## src/rtl/spi_pkg.sv

```systemverilog
// Shared state type and elaboration helpers for the burst SPI master.
package spi_pkg;

    typedef enum logic [2:0] {
        StIdle,
        StCsSetup,
        StXfer,
        StWaitWord,
        StCsHold,
        StCsIdle
    } spi_state_t;

    // Ceiling log2, never narrower than one bit.
    function automatic int unsigned clog2(input int unsigned n);
        int unsigned r;
        r = 1;
        while ((64'd1 << r) < 64'(n)) r = r + 1;
        return r;
    endfunction

    function automatic bit params_ok(input int unsigned word_w, input int unsigned cphb,
                                     input int unsigned setup, input int unsigned hold,
                                     input int unsigned idle);
        return (word_w >= 4) && (word_w <= 32) && (cphb >= 2) &&
               (setup >= 1) && (hold >= 1) && (idle >= 1);
    endfunction

endpackage

```

## src/rtl/spi_sclk_gen.sv

```systemverilog
// SCLK generator: runs 2*WORD_W half periods after start and flags each edge.
module spi_sclk_gen
    import spi_pkg::*;
#(
    parameter int unsigned WORD_W            = 8,
    parameter int unsigned CLKS_PER_HALF_BIT = 4
) (
    input  logic clk_i,
    input  logic rst_i,
    input  logic start_i,
    input  logic cpol_i,
    output logic sclk_o,
    output logic leading_pulse_o,
    output logic trailing_pulse_o,
    output logic done_pulse_o
);

    localparam int unsigned HalfW = clog2(CLKS_PER_HALF_BIT);
    localparam int unsigned EdgeW = clog2(2 * WORD_W + 1);
    localparam logic [HalfW-1:0] HalfLast = HalfW'(CLKS_PER_HALF_BIT - 1);
    localparam logic [EdgeW-1:0] EdgeLast = EdgeW'(2 * WORD_W - 1);

    logic             running_q;
    logic [HalfW-1:0] half_q;
    logic [EdgeW-1:0] edge_q;
    logic             phase_q;
    logic             toggle;

    // Phase is kept relative to idle so reset needs no knowledge of CPOL.
    assign sclk_o           = phase_q ^ cpol_i;
    assign toggle           = running_q && (half_q == HalfLast);
    assign leading_pulse_o  = toggle && !edge_q[0];
    assign trailing_pulse_o = toggle && edge_q[0];
    assign done_pulse_o     = toggle && (edge_q == EdgeLast);

    always_ff @(posedge clk_i or posedge rst_i) begin
        if (rst_i) begin
            running_q <= 1'b0;
            half_q    <= '0;
            edge_q    <= '0;
            phase_q   <= 1'b0;
        end else if (start_i) begin
            running_q <= 1'b1;
            half_q    <= '0;
            edge_q    <= '0;
            phase_q   <= 1'b0;
        end else if (running_q) begin
            if (toggle) begin
                half_q  <= '0;
                phase_q <= ~phase_q;
                if (edge_q == EdgeLast) begin
                    running_q <= 1'b0;
                    edge_q    <= '0;
                end else begin
                    edge_q <= edge_q + EdgeW'(1);
                end
            end else begin
                half_q <= half_q + HalfW'(1);
            end
        end
    end

endmodule

```

## src/rtl/spi_master_burst.sv

```systemverilog
// SPI master with configurable word width and mode, moving CS-framed multi-word bursts.
module spi_master_burst
    import spi_pkg::*;
#(
    parameter int unsigned WORD_W            = 8,
    parameter bit          CPOL              = 1'b0,
    parameter bit          CPHA              = 1'b0,
    parameter int unsigned CLKS_PER_HALF_BIT = 4,
    parameter int unsigned CNT_W             = 4,
    parameter int unsigned CS_SETUP_CLKS     = 2,
    parameter int unsigned CS_HOLD_CLKS      = 2,
    parameter int unsigned CS_IDLE_CLKS      = 2
) (
    input  logic              i_CLK,
    input  logic              i_RST,
    input  logic [WORD_W-1:0] i_TX_Word,
    input  logic [CNT_W-1:0]  i_TX_Count,
    input  logic              i_TX_DV,
    output logic              o_TX_Ready,
    output logic              o_RX_DV,
    output logic [WORD_W-1:0] o_RX_Word,
    output logic [CNT_W-1:0]  o_RX_Index,
    output logic              o_Busy,
    output logic              o_SPI_Clk,
    input  logic              i_SPI_MISO,
    output logic              o_SPI_MOSI,
    output logic              o_SPI_CS_n
);

    if (!params_ok(WORD_W, CLKS_PER_HALF_BIT, CS_SETUP_CLKS, CS_HOLD_CLKS,
                   CS_IDLE_CLKS)) begin : g_bad_params
        $error("spi_master_burst: illegal parameter set");
    end

    localparam int unsigned MaxCs   = (CS_SETUP_CLKS > CS_HOLD_CLKS) ?
                                      ((CS_SETUP_CLKS > CS_IDLE_CLKS) ? CS_SETUP_CLKS : CS_IDLE_CLKS) :
                                      ((CS_HOLD_CLKS > CS_IDLE_CLKS) ? CS_HOLD_CLKS : CS_IDLE_CLKS);
    localparam int unsigned CsCntW  = clog2(MaxCs);
    localparam int unsigned BitW    = clog2(WORD_W);
    localparam logic [CsCntW-1:0] SetupLast = CsCntW'(CS_SETUP_CLKS - 1);
    localparam logic [CsCntW-1:0] HoldLast  = CsCntW'(CS_HOLD_CLKS - 1);
    localparam logic [CsCntW-1:0] IdleLast  = CsCntW'(CS_IDLE_CLKS - 1);
    localparam logic [BitW-1:0]   BitLast   = BitW'(WORD_W - 1);

    spi_state_t        state_q;
    logic [CsCntW-1:0] cs_cnt_q;
    logic [CNT_W-1:0]  words_left_q;
    logic [WORD_W-1:0] tx_sr_q;
    logic [WORD_W-2:0] rx_sr_q;
    logic [BitW-1:0]   bit_cnt_q;
    logic              mosi_q;
    logic              cs_n_q;
    logic              tx_ready_q;
    logic              busy_q;
    logic              rx_dv_q;
    logic [WORD_W-1:0] rx_word_q;
    logic [CNT_W-1:0]  rx_index_q;

    logic accept, sclk_start, lead_pulse, trail_pulse, done_pulse, sample_pulse, shift_pulse;

    assign accept       = i_TX_DV && tx_ready_q;
    assign sclk_start   = ((state_q == StCsSetup) && (cs_cnt_q == SetupLast)) ||
                          ((state_q == StWaitWord) && accept);
    assign sample_pulse = CPHA ? trail_pulse : lead_pulse;
    // Mode 0 preloads the MSB, so the final trailing edge has nothing left to shift.
    assign shift_pulse  = CPHA ? lead_pulse : (trail_pulse && !done_pulse);

    spi_sclk_gen #(
        .WORD_W           (WORD_W),
        .CLKS_PER_HALF_BIT(CLKS_PER_HALF_BIT)
    ) u_sclk_gen (
        .clk_i           (i_CLK),
        .rst_i           (i_RST),
        .start_i         (sclk_start),
        .cpol_i          (CPOL),
        .sclk_o          (o_SPI_Clk),
        .leading_pulse_o (lead_pulse),
        .trailing_pulse_o(trail_pulse),
        .done_pulse_o    (done_pulse)
    );

    always_ff @(posedge i_CLK or posedge i_RST) begin
        if (i_RST) begin
            state_q      <= StIdle;
            cs_cnt_q     <= '0;
            words_left_q <= '0;
            tx_sr_q      <= '0;
            rx_sr_q      <= '0;
            bit_cnt_q    <= '0;
            mosi_q       <= 1'b0;
            cs_n_q       <= 1'b1;
            tx_ready_q   <= 1'b1;
            busy_q       <= 1'b0;
            rx_dv_q      <= 1'b0;
            rx_word_q    <= '0;
            rx_index_q   <= '0;
        end else begin
            rx_dv_q <= 1'b0;
            if (rx_dv_q) rx_index_q <= rx_index_q + CNT_W'(1);
            unique case (state_q)
                StIdle: begin
                    if (accept) begin
                        tx_sr_q      <= CPHA ? i_TX_Word : {i_TX_Word[WORD_W-2:0], 1'b0};
                        if (!CPHA) mosi_q <= i_TX_Word[WORD_W-1];
                        words_left_q <= (i_TX_Count == '0) ? CNT_W'(1) : i_TX_Count;
                        rx_index_q   <= '0;
                        bit_cnt_q    <= '0;
                        cs_n_q       <= 1'b0;
                        tx_ready_q   <= 1'b0;
                        busy_q       <= 1'b1;
                        cs_cnt_q     <= '0;
                        state_q      <= StCsSetup;
                    end
                end
                StCsSetup: begin
                    if (cs_cnt_q == SetupLast) begin
                        cs_cnt_q <= '0;
                        state_q  <= StXfer;
                    end else begin
                        cs_cnt_q <= cs_cnt_q + CsCntW'(1);
                    end
                end
                StXfer: begin
                    if (sample_pulse) begin
                        rx_sr_q <= {rx_sr_q[WORD_W-3:0], i_SPI_MISO};
                        if (bit_cnt_q == BitLast) begin
                            rx_word_q <= {rx_sr_q, i_SPI_MISO};
                            rx_dv_q   <= 1'b1;
                            bit_cnt_q <= '0;
                        end else begin
                            bit_cnt_q <= bit_cnt_q + BitW'(1);
                        end
                    end
                    if (shift_pulse) begin
                        mosi_q  <= tx_sr_q[WORD_W-1];
                        tx_sr_q <= {tx_sr_q[WORD_W-2:0], 1'b0};
                    end
                    if (done_pulse) begin
                        words_left_q <= words_left_q - CNT_W'(1);
                        if (words_left_q == CNT_W'(1)) begin
                            cs_cnt_q <= '0;
                            state_q  <= StCsHold;
                        end else begin
                            tx_ready_q <= 1'b1;
                            state_q    <= StWaitWord;
                        end
                    end
                end
                StWaitWord: begin
                    if (accept) begin
                        tx_sr_q    <= CPHA ? i_TX_Word : {i_TX_Word[WORD_W-2:0], 1'b0};
                        if (!CPHA) mosi_q <= i_TX_Word[WORD_W-1];
                        tx_ready_q <= 1'b0;
                        state_q    <= StXfer;
                    end
                end
                StCsHold: begin
                    if (cs_cnt_q == HoldLast) begin
                        cs_n_q   <= 1'b1;
                        cs_cnt_q <= '0;
                        state_q  <= StCsIdle;
                    end else begin
                        cs_cnt_q <= cs_cnt_q + CsCntW'(1);
                    end
                end
                StCsIdle: begin
                    if (cs_cnt_q == IdleLast) begin
                        cs_cnt_q   <= '0;
                        busy_q     <= 1'b0;
                        tx_ready_q <= 1'b1;
                        state_q    <= StIdle;
                    end else begin
                        cs_cnt_q <= cs_cnt_q + CsCntW'(1);
                    end
                end
                default: state_q <= StIdle;
            endcase
        end
    end

    assign o_TX_Ready = tx_ready_q;
    assign o_RX_DV    = rx_dv_q;
    assign o_RX_Word  = rx_word_q;
    assign o_RX_Index = rx_index_q;
    assign o_Busy     = busy_q;
    assign o_SPI_MOSI = mosi_q;
    assign o_SPI_CS_n = cs_n_q;

endmodule

```

## config.mk

```make
export PLATFORM = sky130hd
export DESIGN_NAME = spi_master_burst
export DESIGN_NICKNAME = d
export VERILOG_FILES = /design/src/rtl/spi_pkg.sv /design/src/rtl/spi_sclk_gen.sv /design/src/rtl/spi_master_burst.sv
export SDC_FILE = /design/constraint.sdc
export NUM_CORES = 1
export LEC_CHECK = 0
export ABC_AREA = 1
export BUFFER_PORTS_ARGS = -buffer_cell sky130_fd_sc_hd__buf_2
export CAP_MARGIN = 20
export CORE_MARGIN = 3
export CORE_UTILIZATION = 45
export DETAILED_ROUTE_END_ITERATION = 12
export PLACE_DENSITY = 0.7
export SKIP_CTS_REPAIR_TIMING = 1
export SLEW_MARGIN = 20
export SYNTH_ARGS = -nofsm -noshare
export SYNTH_HDL_FRONTEND = slang
export SYNTH_SLANG_ARGS = --single-unit
```

## constraint.sdc

```tcl
create_clock -name i_CLK -period 1.65 [get_ports i_CLK]
set_clock_uncertainty 0.05 [all_clocks]
set_input_delay 0.0825 -clock i_CLK [delete_from_list [all_inputs] [get_ports i_CLK]]
set_output_delay 0.0825 -clock i_CLK [all_outputs]
set_load 0.02 [all_outputs]
```

; ---- Word-level counts from Yosys, hierarchy flattened
; Index checks and enable logic that the tools add are counted.
[op_classes]
addsub = 6
n_eq_ne = 20
n_mux = 55
bitwise_logic = 1
reduce_logical = 34
[op_table]
columns = operator, count
row1 = $mux W3, 10
row2 = $mux W4, 6
row3 = $mux W1, 21
row4 = $mux W5, 4
row5 = $ne A2 B2 Y1 const B, 10
row6 = $pmux W3 S6, 1
row7 = $reduce_and A3 Y1, 6
row8 = $mux W8, 2
row9 = $pmux W8 S2, 1
row10 = $reduce_bool A2 Y1, 6
row11 = $eq A3 B3 Y1 const B, 3
row12 = $logic_and A1 B1 Y1, 8
row13 = $pmux W4 S2, 1
row14 = $eq A3 B2 Y1 const B, 2
row15 = $mux W2, 3
row16 = $pmux W1 S2, 3
row17 = $pmux W1 S3, 2
row18 = $pmux W3 S2, 1
row19 = $reduce_and A6 Y1, 1
row20 = $reduce_bool A3 Y1, 2
row21 = $add A5 B1 Y5 const B, 1
row22 = $eq A5 B4 Y1 const B, 1
row23 = $reduce_and A5 Y1, 1
row24 = $add A4 B1 Y4 const B, 1
row25 = other kinds (17), 19
[totals]
reg_bits = 52
inputBits = 16

; ---- Depth between registers and ports, before layout
; Gate-level depths: netlist of run 1.
[logic_depth]
ltp_word = 7
ltp_mapped = 10
ltp_nobuf = 9

; ---- Modules after synthesis
; From an unflattened synthesis of run 1, not the netlist that was laid out.
[unflattened]
hier_cells = 325
hier_area_um2 = 2642.5
[by_module_without_submodules]
columns = module, n_inst, cells_per_inst, area_each_um2
row1 = spi_master_burst, 1, 266, 2162.1
row2 = spi_sclk_gen, 1, 59, 480.5

; ---- Least setup slack after synthesis of run 1
; Ideal clock, no wire load.
[synth_path]
kind = register to register
start = register tx_ready_q (netlist: o_TX_Ready)
end = register bit_cnt_q[2]
arrival_time_ps = 1333
required_ps = 1483
slack_ps = 150
path_stages_with_launch = 8
period_less_slack_ps = 1500
cell_sequence = dfstp_2 > nand2_1 > nand3_2 > nand2_1 > a21oi_4 > inv_2 > nand2_1 > nand2_1
[synth_via]
elab_chain_cells = 3
[synth_rtl]
columns = item, line_no
row1 = "start, declared", spi_master_burst.sv:53  ; logic tx_ready_q;
row2 = "start signal, assigned", spi_master_burst.sv:92  ; tx_ready_q <= 1'b1;
row3 = "start signal, assigned", spi_master_burst.sv:109  ; tx_ready_q <= 1'b0;
row4 = "start signal, assigned", spi_master_burst.sv:144  ; tx_ready_q <= 1'b1;
row5 = $logic_and A1 B1 Y1, spi_master_burst.sv:61  ; assign accept = i_TX_DV && tx_ready_q;
row6 = $ne A2 B2 Y1 (no line), --
row7 = $reduce_and A3 Y1 (no line), --
row8 = "end signal, assigned", spi_master_burst.sv:131  ; bit_cnt_q <= bit_cnt_q + BitW'(1);
row9 = "end, declared", spi_master_burst.sv:50  ; logic [BitW-1:0] bit_cnt_q;
; No other way between the ends.
; A chain may end at the register's enable or synchronous reset.

; ---- Final worst setup path of run 1
[layout_path]
start = register u_sclk_gen.edge_q[0]
end = register tx_sr_q[4]
[layout_via]
elab_chain_cells = 6
word_cells_on_any_way = 7
classes_between = eq/ne: 2 / reduce/logical: 5
[layout_rtl]
columns = item, line_no
row1 = "start, declared", spi_sclk_gen.sv:25  ; logic [EdgeW-1:0] edge_q;
row2 = "start signal, assigned", spi_sclk_gen.sv:55  ; edge_q <= edge_q + EdgeW'(1);
row3 = $eq A5 B4 Y1, spi_sclk_gen.sv:34  ; assign done_pulse_o = toggle && (edge_q == EdgeLast);
row4 = $logic_and A1 B1 Y1, spi_sclk_gen.sv:34
row5 = $logic_not A1 Y1, spi_master_burst.sv:66  ; assign shift_pulse = CPHA ? lead_pulse : (trail_pulse && !done_pulse);
row6 = $logic_and A1 B1 Y1 *, spi_master_burst.sv:66
row7 = $ne A2 B2 Y1 (no line) *, --
row8 = $reduce_and A3 Y1 (no line) *, --
row9 = "end signal, assigned", spi_master_burst.sv:103  ; tx_sr_q <= CPHA ? i_TX_Word : {i_TX_Word[WORD_W-2:0], 1'b0};
row10 = "end signal, assigned", spi_master_burst.sv:136  ; tx_sr_q <= {tx_sr_q[WORD_W-2:0], 1'b0};
row11 = "end signal, assigned", spi_master_burst.sv:151  ; tx_sr_q <= CPHA ? i_TX_Word : {i_TX_Word[WORD_W-2:0], 1'b0};
row12 = "end, declared", spi_master_burst.sv:48  ; logic [WORD_W-1:0] tx_sr_q;
; Mark *: on every way between the ends. The rest lies on a longest branch, timed or not.

==> results by group, run 1 <==
Clocking
  – Maximum level of the CTS H-tree: 2
  – Maximum buffer depth of the clock tree: 2
  – Total CTS buffers: 5
  – TritonCTS clock tree: built
  – Skew-Pair Late Insertion Delay: around 300 ps
  – Clock Sink Count: between 50 and 60
  – CTS Root Cell: sky130_fd_sc_hd__clkbuf_8
  – Clock-pin slew reported for the worst setup and hold paths after clock tree synthesis: 90 ps

Yosys
  – Ys async rst share: 100.0%
  – Syn Std Cell Area: roughly 2800 sq um
  – FF+latch count, synth: 51
  – Average cell area after synthesis: 8.751 sq um
  – Proportion of synthesized chip area in sequential cells: 46.10%
  – Synthesized netlist cell count: around 320
  – Library cells used by synthesis: 37
  – Post-synth EDFFs: 0
  – Synth Net Count: 340
  – Most instantiated flip-flop cell in the synthesis netlist: sky130_fd_sc_hd__dfrtp_1
  – Synthesis warning total: 0

Worst setup path
  – Category of the worst setup path capture point: register
  – Worst r2r path cells: 9
  – Crit. path cell count: 9
  – Buffers and inverters on the worst path: 1
  – Reg-to-reg critical path endpoint: tx_sr_q[4]
  – Critical Path Source Type: register
  – Signal arrival time at the worst endpoint: roughly 1700 ps
  – Beginning of the worst register-to-register path: u_sclk_gen.edge_q[0]
  – Critical path required time: ~1800 ps
  – Cell Chain, Critical Path: ha_1, inv_1, nor2_2, nand2_1, nand2_1, nand2_8, nand3_4, nand2_1, nand2_1
  – Largest stage delay on the critical path: slightly above 400 ps
  – Biggest fanout along the worst timing path: 9
  – Type of the worst setup path: register to register
  – Setup slack of the worst register-to-register path: 120 ps
  – Most frequent CP cell: sky130_fd_sc_hd__nand2_1
  – Critical path's slowest cell: sky130_fd_sc_hd__dfrtp_1
  – Cell type group with the largest total delay on the critical path: simple AND/OR/NAND/NOR gates

Routing
  – Residual DRC: 0
  – Wirelength, routed: between 5000 and 6000 um
  – Via count of the routed design: roughly 2200
  – Drt pass-1 iters: 4
  – Avg WL per Cell: between 10 and 15 um
  – Number of design-rule violations left by the first detailed-router iteration: approximately 150
  – Via/cell ratio: 4.970
  – Count of antenna-violating nets left after detailed routing: 0

Finish
  – Antenna diode count: 0
  – Number of nets at the end of the flow: approximately 390
  – Final Core Density: between 50% and 60%
  – Area added between synthesis and finish: 14.52%
  – Fraction of final layout cells with drive strength greater than 1: about 26%

Floorplan
  – Horizontal extent of the die: 84.51 um
  – Die area: between 7000 and 8000 sq um
  – Initial cell density of the core: between 40% and 50%
  – Core footprint: 5743 sq um
  – Die H: 84.51 um
  – Boundary Pins: 34
  – Cell Rows: 27

Timing
  – Worst-case headroom to the max-slew limit: 67.67%
  – Final worst setup slack: roughly 120 ps
  – Setup TNS Final: 0 ps
  – Worst Tran Pin Value: roughly 480 ps
  – Setup repair after global routing missed its margin: yes
  – Tcrit/Tclk final: 93.02%
  – Maximum frequency from static timing analysis: roughly 650 MHz
  – Final Hold Violating Endpoints: 0
  – Number of endpoints failing setup at the final stage: 0
  – Minimum clock period after layout: 1535 ps
  – Max-slew violation count: 0

Worst hold path
  – Type of the most critical hold path: primary input to register
  – Hold Path Origin: i_TX_Word[0]
  – Sink of the worst hold path: tx_sr_q[1]
  – Hold Path Depth: 5

Power
  – Power share of the sequential group: 62.0%
  – Total power divided by cell area: 634.0 nW/um^2
  – Cell internal power dissipation: around 1.6 mW
  – Share of total power in the clock network: between 30% and 40%
  – Total power after layout: 2.014 mW
  – Switching part of the total power: 21.80%
  – Share of total power in combinational logic: between 3 and 4%
  – Net Sw Power: around 440 uW
  – Peak supply drop: 0.4735 mV
  – P_leak: between 1.5 and 2 nW

Place
  – HPWL after detailed placement: 3917 um
  – Worst slack at placement: -4.237 ps
  – Final weighted congestion in routability-driven placement: approximately 0.87
  – Port-buffer cells: 33

Global route
  – Antenna violations before repair: 0
  – M2 GR Usage: between 20% and 30%
  – Global-route wire length before repair: a little under 10000 um
  – Routing layer with the top usage in global route: met2
  – Maximum number of pins on one net before global-route repair: 23
  – Met3 track demand over resource: under 10%
  – Met1 track demand over resource: ~22%
  – Number of global-route vias before repair: about 2100
  – Final global-route overflow total: 0
  – Total routing resource utilization after global routing: approximately 16%

Status
  – Run status: finished, final reports clean

Job
  – Maximum Capacitance Violations: 0
==> cells by family (layout without fill, tap and decap cells) <==
logic type      Yosys count  count (layout)  share of synthesized area (%)
simple gates            173             173                          32.75
flops                    51              51                          46.10
buf+inv                  44              90                          7.262
compound gates           35              35                          8.480
fa+ha+maj                 7               7                          3.157
xor+xnor                  6               6                          1.895
mux                       1               1                         0.3609
==> worst max-delay path by stage <==
stage	start	end	slack, ps
global placement	state_q[1]	tx_sr_q[6]	90
detailed placement	state_q[1]	state_q[2]	-4
finish	u_sclk_gen.edge_q[0]	tx_sr_q[4]	120
CTS	state_q[1]	state_q[2]	-20
floorplan	o_TX_Ready	bit_cnt_q[2]	150
global route	state_q[1]	state_q[2]	-7
==> cell usage after synthesis, drive strengths merged (2+ instances only) <==
| cell type | count | area, sq um |
|---|---|---|
| a21oi | 3 | 26.28 |
| buf | 5 | 52.55 |
| dfrtp | 49 | 1226 |
| dfstp | 2 | 52.55 |
| ha | 7 | 87.58 |
| inv | 39 | 148.9 |
| nand2 | 109 | 500.5 |
| nand3 | 25 | 180.2 |
| nand4 | 10 | 62.56 |
| nor2 | 25 | 143.9 |
| nor3 | 3 | 15.01 |
| o211ai | 3 | 27.52 |
| o21ai | 24 | 142.6 |
| xnor2 | 3 | 26.28 |
| xor2 | 3 | 26.28 |
==> tightest hold or removal path, stage by stage <==
cell	delay [ps]
sky130_fd_sc_hd__buf_2	100
sky130_fd_sc_hd__inv_1	50
sky130_fd_sc_hd__nor2_1	40
sky130_fd_sc_hd__nand4_1	60
sky130_fd_sc_hd__nand2_1	40
==> layer usage <==
metal  wire, um  vias to the layer above  part of all wire (%)
met2       2486                       43                    48
met5          0                        -                     0
met1       2444                     1005                    47
li1           -                     1109                     -
met4         50                        0                  0.96
met3        231                        5                   4.4
==> sequential cells by signal (all words and copies together), names as in the netlist, 2 cells and up <==
| name | count |
|---|---|
| bit_cnt_q | 3 |
| o_RX_Index | 4 |
| o_RX_Word | 8 |
| rx_sr_q | 7 |
| state_q | 3 |
| tx_sr_q | 7 |
| u_sclk_gen.edge_q | 5 |
| u_sclk_gen.half_q | 2 |
| words_left_q | 4 |
==> through the flow <==
step | cells | hold slack, ps | cell area [sq um]
2_1_floorplan | 317 | 142.1 | 2774
5_1_grt | 435 | 69.03 | 3177
3_5_place_dp | 425 | 87.10 | 3049
3_3_place_gp | 425 | 82.50 | 3049
4_1_cts | 433 | -253.5 | 3134
6_report | 435 | 46.00 | 3177
==> power by group through the flow <==
stage / clock network (mW) / registers, mW / logic, mW
5_1_grt: 0.780 / 1.25 / 0.0784
3_3_place_gp: 0 / 1.27 / 0.0666
6_report: 0.698 / 1.25 / 0.0677
4_1_cts: 0.729 / 1.25 / 0.0672
2_1_floorplan: 0 / 1.27 / 0.0319
3_5_place_dp: 0 / 1.27 / 0.0672
==> cells in the final DEF, fill, tap and decap left out, types with 2 or more instances in the layout <==
| master | netlist | routed |
|---|---|---|
| sky130_fd_sc_hd__a21oi_1 | 2 | 2 |
| sky130_fd_sc_hd__buf_2 | 0 | 33 |
| sky130_fd_sc_hd__buf_4 | 1 | 6 |
| sky130_fd_sc_hd__clkbuf_8 | 0 | 5 |
| sky130_fd_sc_hd__dfrtp_1 | 49 | 47 |
| sky130_fd_sc_hd__dfrtp_2 | 0 | 2 |
| sky130_fd_sc_hd__dfstp_2 | 2 | 2 |
| sky130_fd_sc_hd__dlygate4sd3_1 | 0 | 2 |
| sky130_fd_sc_hd__ha_1 | 7 | 7 |
| sky130_fd_sc_hd__inv_1 | 32 | 31 |
| sky130_fd_sc_hd__inv_2 | 6 | 7 |
| sky130_fd_sc_hd__nand2_1 | 97 | 97 |
| sky130_fd_sc_hd__nand2_2 | 5 | 5 |
| sky130_fd_sc_hd__nand2_4 | 4 | 3 |
| sky130_fd_sc_hd__nand2_8 | 3 | 4 |
| sky130_fd_sc_hd__nand3_1 | 20 | 19 |
| sky130_fd_sc_hd__nand3_2 | 1 | 2 |
| sky130_fd_sc_hd__nand3_4 | 4 | 4 |
| sky130_fd_sc_hd__nand4_1 | 10 | 10 |
| sky130_fd_sc_hd__nor2_1 | 20 | 19 |
| sky130_fd_sc_hd__nor2_2 | 1 | 2 |
| sky130_fd_sc_hd__nor2_4 | 2 | 2 |
| sky130_fd_sc_hd__nor2_8 | 2 | 2 |
| sky130_fd_sc_hd__nor3_1 | 3 | 3 |
| sky130_fd_sc_hd__o211ai_1 | 2 | 2 |
| sky130_fd_sc_hd__o21ai_0 | 11 | 11 |
| sky130_fd_sc_hd__o21ai_1 | 7 | 7 |
| sky130_fd_sc_hd__o21ai_2 | 6 | 6 |
| sky130_fd_sc_hd__xnor2_1 | 3 | 3 |
| sky130_fd_sc_hd__xor2_1 | 3 | 3 |
==> cell type report <==
cell class,instances,area [sq um]
Fill cell,535,2566
Multi-Input combinational cell,222,1310
Sequential cell,51,1281
Timing Repair Buffer,43,261.5
Inverter,39,148.9
Tap cell,72,90.09
Clock buffer,6,72.57
Clock inverter,2,12.51
(Power assumes the default switching activity.)
==> inputs of run 2 (changes only) <==
--- a/config.mk
+++ b/config.mk
@@ -9,9 +9,9 @@
 export BUFFER_PORTS_ARGS = -buffer_cell sky130_fd_sc_hd__buf_2
 export CAP_MARGIN = 20
 export CORE_MARGIN = 3
-export CORE_UTILIZATION = 45
+export CORE_UTILIZATION = 58
 export DETAILED_ROUTE_END_ITERATION = 12
-export PLACE_DENSITY = 0.7
+export PLACE_DENSITY = 0.86
 export SKIP_CTS_REPAIR_TIMING = 1
 export SLEW_MARGIN = 20
 export SYNTH_ARGS = -nofsm -noshare
==> results by group, run 2 (synthesized netlist as in run 1, its figures left out) <==
Routing
  – Residual DRC: 0
  – Via/cell ratio: 5.254
  – Avg WL per Cell: between 10 and 15 um
  – Drt pass-1 iters: 5
  – Count of antenna-violating nets left after detailed routing: 0
  – Wirelength, routed: around 5100 um
  – Via count of the routed design: between 2000 and 2500
  – Number of design-rule violations left by the first detailed-router iteration: 100

Global route
  – Met1 track demand over resource: 24.89%
  – Final global-route overflow total: 0
  – Antenna violations before repair: 0
  – Maximum number of pins on one net before global-route repair: 52
  – Global-route wire length before repair: 8728 um
  – Number of global-route vias before repair: between 2000 and 2500
  – M2 GR Usage: between 30% and 40%
  – Met3 track demand over resource: 4.539%
  – Routing layer with the top usage in global route: met2
  – Total routing resource utilization after global routing: between 10% and 20%

Worst setup path
  – Largest stage delay on the critical path: ~530 ps
  – Type of the worst setup path: register to register
  – Critical path's slowest cell: sky130_fd_sc_hd__dfrtp_2
  – Biggest fanout along the worst timing path: 10
  – Most frequent CP cell: sky130_fd_sc_hd__nand2_1
  – Category of the worst setup path capture point: register
  – Critical path required time: approximately 1800 ps
  – Critical Path Source Type: register
  – Cell Chain, Critical Path: nor2_8, nand2_4, nand2_2, nand2_1, a21oi_4, inv_2, nand2_1, nand2_1
  – Setup slack of the worst register-to-register path: 130 ps
  – Signal arrival time at the worst endpoint: 1680 ps

Timing
  – Maximum frequency from static timing analysis: approximately 660 MHz
  – Number of endpoints failing setup at the final stage: 0
  – Setup TNS Final: 0 ps
  – Minimum clock period after layout: about 1500 ps
  – Tcrit/Tclk final: around 92%
  – Worst Tran Pin Value: between 300 and 400 ps
  – Final Hold Violating Endpoints: 0
  – Worst-case headroom to the max-slew limit: roughly three quarters
  – Setup repair after global routing missed its margin: no
  – Max-slew violation count: 0

Power
  – Net Sw Power: 496.5 uW
  – Cell internal power dissipation: approximately 1.6 mW
  – Share of total power in combinational logic: under 10%
  – Power share of the sequential group: 59.8%
  – Total power after layout: roughly 2.1 mW
  – Share of total power in the clock network: 37.0%
  – P_leak: about 1.6 nW
  – Peak supply drop: about 0.53 mV
  – Total power divided by cell area: about 660 nW/um^2
  – Switching part of the total power: a little under a quarter

Clocking
  – Clock-pin slew reported for the worst setup and hold paths after clock tree synthesis: ~100 ps
  – Clock Sink Count: roughly 50
  – TritonCTS clock tree: built
  – Skew-Pair Late Insertion Delay: between 300 and 400 ps
  – CTS Root Cell: sky130_fd_sc_hd__clkbuf_8
  – Total CTS buffers: 5
  – Maximum level of the CTS H-tree: 2
  – Maximum buffer depth of the clock tree: 2

Place
  – Port-buffer cells: 33
  – Final weighted congestion in routability-driven placement: around 0.85
  – HPWL after detailed placement: approximately 3700 um

Floorplan
  – Core footprint: roughly 4500 sq um
  – Boundary Pins: 34
  – Die area: between 5000 and 6000 sq um
  – Die H: 75.16 um
  – Horizontal extent of the die: 75.16 um
  – Initial cell density of the core: approximately 62%
  – Cell Rows: 24

Worst hold path
  – Type of the most critical hold path: primary input to register

Finish
  – Number of flip-flops under the largest register name: 8
  – Final Core Density: slightly above 70%
  – Fill cell total of the finished layout: between 300 and 400
  – Antenna diode count: 0
  – Most common cell after layout, fill and taps aside: sky130_fd_sc_hd__nand2_1
  – Number of nets at the end of the flow: between 300 and 400
  – Fraction of final layout cells with drive strength greater than 1: 25.76%
  – Commonest cells after routing, fill and taps aside: sky130_fd_sc_hd__nand2_1, sky130_fd_sc_hd__dfrtp_1, sky130_fd_sc_hd__buf_2
  – Area added between synthesis and finish: 13.49%

Status
  – Run status: finished, final reports clean

Job
  – Maximum Capacitance Violations: 0
-- run 2: worst paths after layout --
check,end,startpoint,cells past startpoint
min in group asynchronous,o_RX_Word[4],i_RST,4
max reg2reg,bit_cnt_q[0],state_q[0],8
min reg2reg,o_TX_Ready,o_TX_Ready,2
max in group asynchronous,o_TX_Ready,i_RST,4
max,bit_cnt_q[0],state_q[0],8
min,tx_sr_q[1],i_TX_Word[0],5
-- run 2: critical path: cells and delay by family (launching register included) --
| family | cells | cell delay [ps] |
|---|---|---|
| and+or+nand+nor | 6 | 620 |
| DFF | 1 | 530 |
| AOI/OAI and AO/OA | 1 | 160 |
| buffers and inverters | 1 | 60 |
-- run 2: power by group through the flow --
stage	clock network [mW]	logic (mW)	registers, mW
2_1_floorplan	0	0.0319	1.27
3_3_place_gp	0	0.0642	1.27
3_5_place_dp	0	0.0653	1.27
4_1_cts	0.787	0.0651	1.25
5_1_grt	0.834	0.0775	1.25
6_report	0.773	0.0668	1.25
-- run 2: area by class of cell --
cell class	count	area, sq um	share of cell area (%)
Multi-Input combinational cell	222	1313	41.69
Sequential cell	51	1281	40.70
Timing Repair Buffer	41	242.7	7.711
Inverter	39	148.9	4.730
Clock buffer	5	68.82	2.186
Tap cell	52	65.06	2.067
Clock inverter	3	28.78	0.9141
-- run 2: through the flow --
| step | setup slack, ps | instance area [sq um] | hold slack (ps) | cells |
|---|---|---|---|---|
| floorplan | 150.0 | 2774 | 142.1 | 317 |
| global placement | 104.3 | 3009 | 95.39 | 403 |
| detailed placement | 49.17 | 3009 | 99.78 | 403 |
| CTS | 8.121 | 3107 | -246.7 | 411 |
| global route | 4.626 | 3148 | 67.40 | 413 |
| finish | 129.9 | 3148 | 22.95 | 413 |
-- run 2: layer usage --
metal  up-vias  share of wire, %
met4         0               1.4
met2        50                51
met1      1007                44
li1       1105                 -
met5         -                 0
met3         8               4.4
==> inputs of run 3 (changes only) <==
==> constraint.sdc (replaced) <==
create_clock -name i_CLK -period 1.65 [get_ports i_CLK]
set_clock_uncertainty 0.05 [all_clocks]
set_input_delay 0.165 -clock i_CLK [delete_from_list [all_inputs] [get_ports i_CLK]]
set_output_delay 0.165 -clock i_CLK [all_outputs]
set_load 0.02 [all_outputs]
==> results by group, run 3 (synthesized netlist as in run 1, its figures left out) <==
Status
  – Run status: finished, final reports clean

Finish
  – Antenna diode count: 0
  – Most common cell after layout, fill and taps aside: sky130_fd_sc_hd__nand2_1
  – Final Core Density: 70.92%
  – Fill cell total of the finished layout: 327
  – Number of nets at the end of the flow: between 300 and 400
  – Area added between synthesis and finish: 14.39%
  – Final Instance Area: 3173 sq um
  – Commonest cells after routing, fill and taps aside: sky130_fd_sc_hd__nand2_1, sky130_fd_sc_hd__dfrtp_1, sky130_fd_sc_hd__buf_2
  – Number of flip-flops under the largest register name: 8
  – Fraction of final layout cells with drive strength greater than 1: 26.17%

Routing
  – Avg WL per Cell: between 10 and 15 um
  – Wirelength, routed: 5260 um
  – Count of antenna-violating nets left after detailed routing: 0
  – Via/cell ratio: 5.188
  – Residual DRC: 0
  – Drt pass-1 iters: 4
  – Number of design-rule violations left by the first detailed-router iteration: around 110
  – Via count of the routed design: 2153

Timing
  – Setup repair after global routing missed its margin: no
  – Tcrit/Tclk final: approximately 94%
  – Hold slack final: roughly 23 ps
  – Number of endpoints failing setup at the final stage: 0
  – Final worst setup slack: around 99 ps
  – Worst-case headroom to the max-slew limit: between 70% and 80%
  – Minimum clock period after layout: between 1500 and 2000 ps
  – Max-slew violation count: 0
  – Worst Tran Pin Value: between 400 and 500 ps
  – Final Hold Violating Endpoints: 0
  – Setup TNS Final: 0 ps
  – Maximum frequency from static timing analysis: 644.7 MHz

Global route
  – Final global-route overflow total: 0
  – Maximum number of pins on one net before global-route repair: 34
  – Number of global-route vias before repair: ~2100
  – Global-route wire length before repair: 9066 um
  – Total routing resource utilization after global routing: 20.54%
  – Antenna violations before repair: 0

Floorplan
  – Boundary Pins: 34
  – Die area: 5648 sq um
  – Horizontal extent of the die: 75.16 um
  – Core footprint: approximately 4500 sq um
  – Cell Rows: 24
  – Die H: roughly 75 um
  – Initial cell density of the core: about three fifths

Worst setup path
  – Worst r2r path cells: 8
  – Critical Path Source Type: register
  – Biggest fanout along the worst timing path: 10
  – Type of the worst setup path: register to register
  – Signal arrival time at the worst endpoint: about 1700 ps
  – Critical path required time: around 1800 ps
  – Category of the worst setup path capture point: register

Clocking
  – Skew-Pair Late Insertion Delay: approximately 310 ps
  – CTS Root Cell: sky130_fd_sc_hd__clkbuf_8
  – TritonCTS clock tree: built
  – Maximum level of the CTS H-tree: 2
  – Maximum buffer depth of the clock tree: 2
  – Clock-pin slew reported for the worst setup and hold paths after clock tree synthesis: about 100 ps
  – Clock Sink Count: 51
  – Total CTS buffers: 5

Power
  – Total power divided by cell area: 696.7 nW/um^2
  – Peak supply drop: approximately 0.60 mV
  – P_leak: 1.629 nW

Place
  – Worst slack at placement: roughly 44 ps
  – Placed cell area: roughly 3000 sq um
  – Final weighted congestion in routability-driven placement: 0.8518
  – Port-buffer cells: 33
  – HPWL after detailed placement: 3862 um

Worst hold path
  – Type of the most critical hold path: primary input to register
  – Hold Path Depth: 3

Job
  – Maximum Capacitance Violations: 0
-- run 3: changes by cell type in the layout (fill, tap and decap cells not counted), sizes merged --
| cell | previous run | this run |
|---|---|---|
| clkinvlp | 0 | 1 |
| clkinv | 2 | 0 |
| buf | 39 | 42 |
| dlygate4sd3 | 2 | 1 |
| bufinv | 0 | 1 |
-- run 3: worst paths after layout --
| path | from | end | slack [ps] |
|---|---|---|---|
| min reg2reg | o_TX_Ready | o_TX_Ready | 430 |
| max in group asynchronous | i_RST | o_SPI_CS_n | 640 |
| max reg2reg | state_q[0] | bit_cnt_q[2] | 100 |
| min | i_SPI_MISO | o_RX_Word[0] | 20 |
| min in group asynchronous | i_RST | u_sclk_gen.edge_q[1] | 340 |
| max | state_q[0] | bit_cnt_q[2] | 100 |
-- run 3: worst max-delay path, stage by stage (launching register included) --
cell	delay, ps
sky130_fd_sc_hd__dfrtp_2	520
sky130_fd_sc_hd__nor2_8	160
sky130_fd_sc_hd__nand2_4	130
sky130_fd_sc_hd__nand2_2	130
sky130_fd_sc_hd__nand2_1	90
sky130_fd_sc_hd__a21oi_4	160
sky130_fd_sc_hd__inv_2	60
sky130_fd_sc_hd__nand2_1	70
sky130_fd_sc_hd__nand2_1	60
-- run 3: metrics by stage --
| stage | instances | total power [mW] |
|---|---|---|
| 2_1_floorplan | 317 | 1.306 |
| 3_3_place_gp | 403 | 1.337 |
| 3_5_place_dp | 403 | 1.339 |
| 4_1_cts | 411 | 2.233 |
| 5_1_grt | 415 | 2.281 |
| 6_report | 415 | 2.211 |
-- run 3: power by group --
| group | leakage [nW] | internal, mW | switching, mW |
|---|---|---|---|
| Combinational | 0.912 | 0.0262 | 0.0389 |
| Clock | 0.0548 | 0.457 | 0.439 |
| Sequential | 0.663 | 1.25 | 0 |
-- run 3: area by class of cell --
class / instances / area (sq um) / area share (%)
multi-input cells: 222 / 1308 / 41.21
repair buffers: 43 / 255.2 / 8.044
clock buffers: 5 / 68.82 / 2.169
clock inverters: 3 / 46.29 / 1.459
well taps: 52 / 65.06 / 2.050
flip-flops and latches: 51 / 1281 / 40.38
inverters: 39 / 148.9 / 4.692
-- run 3: layer usage --
layer / global-route usage, % / routed length [um] / vias to the layer above
met5: 0 / 0 / -
met4: 8.544 / 84 / 0
met3: 4.139 / 225 / 11
met2: 34.53 / 2595 / 45
met1: 25.86 / 2354 / 996
li1: - / - / 1101
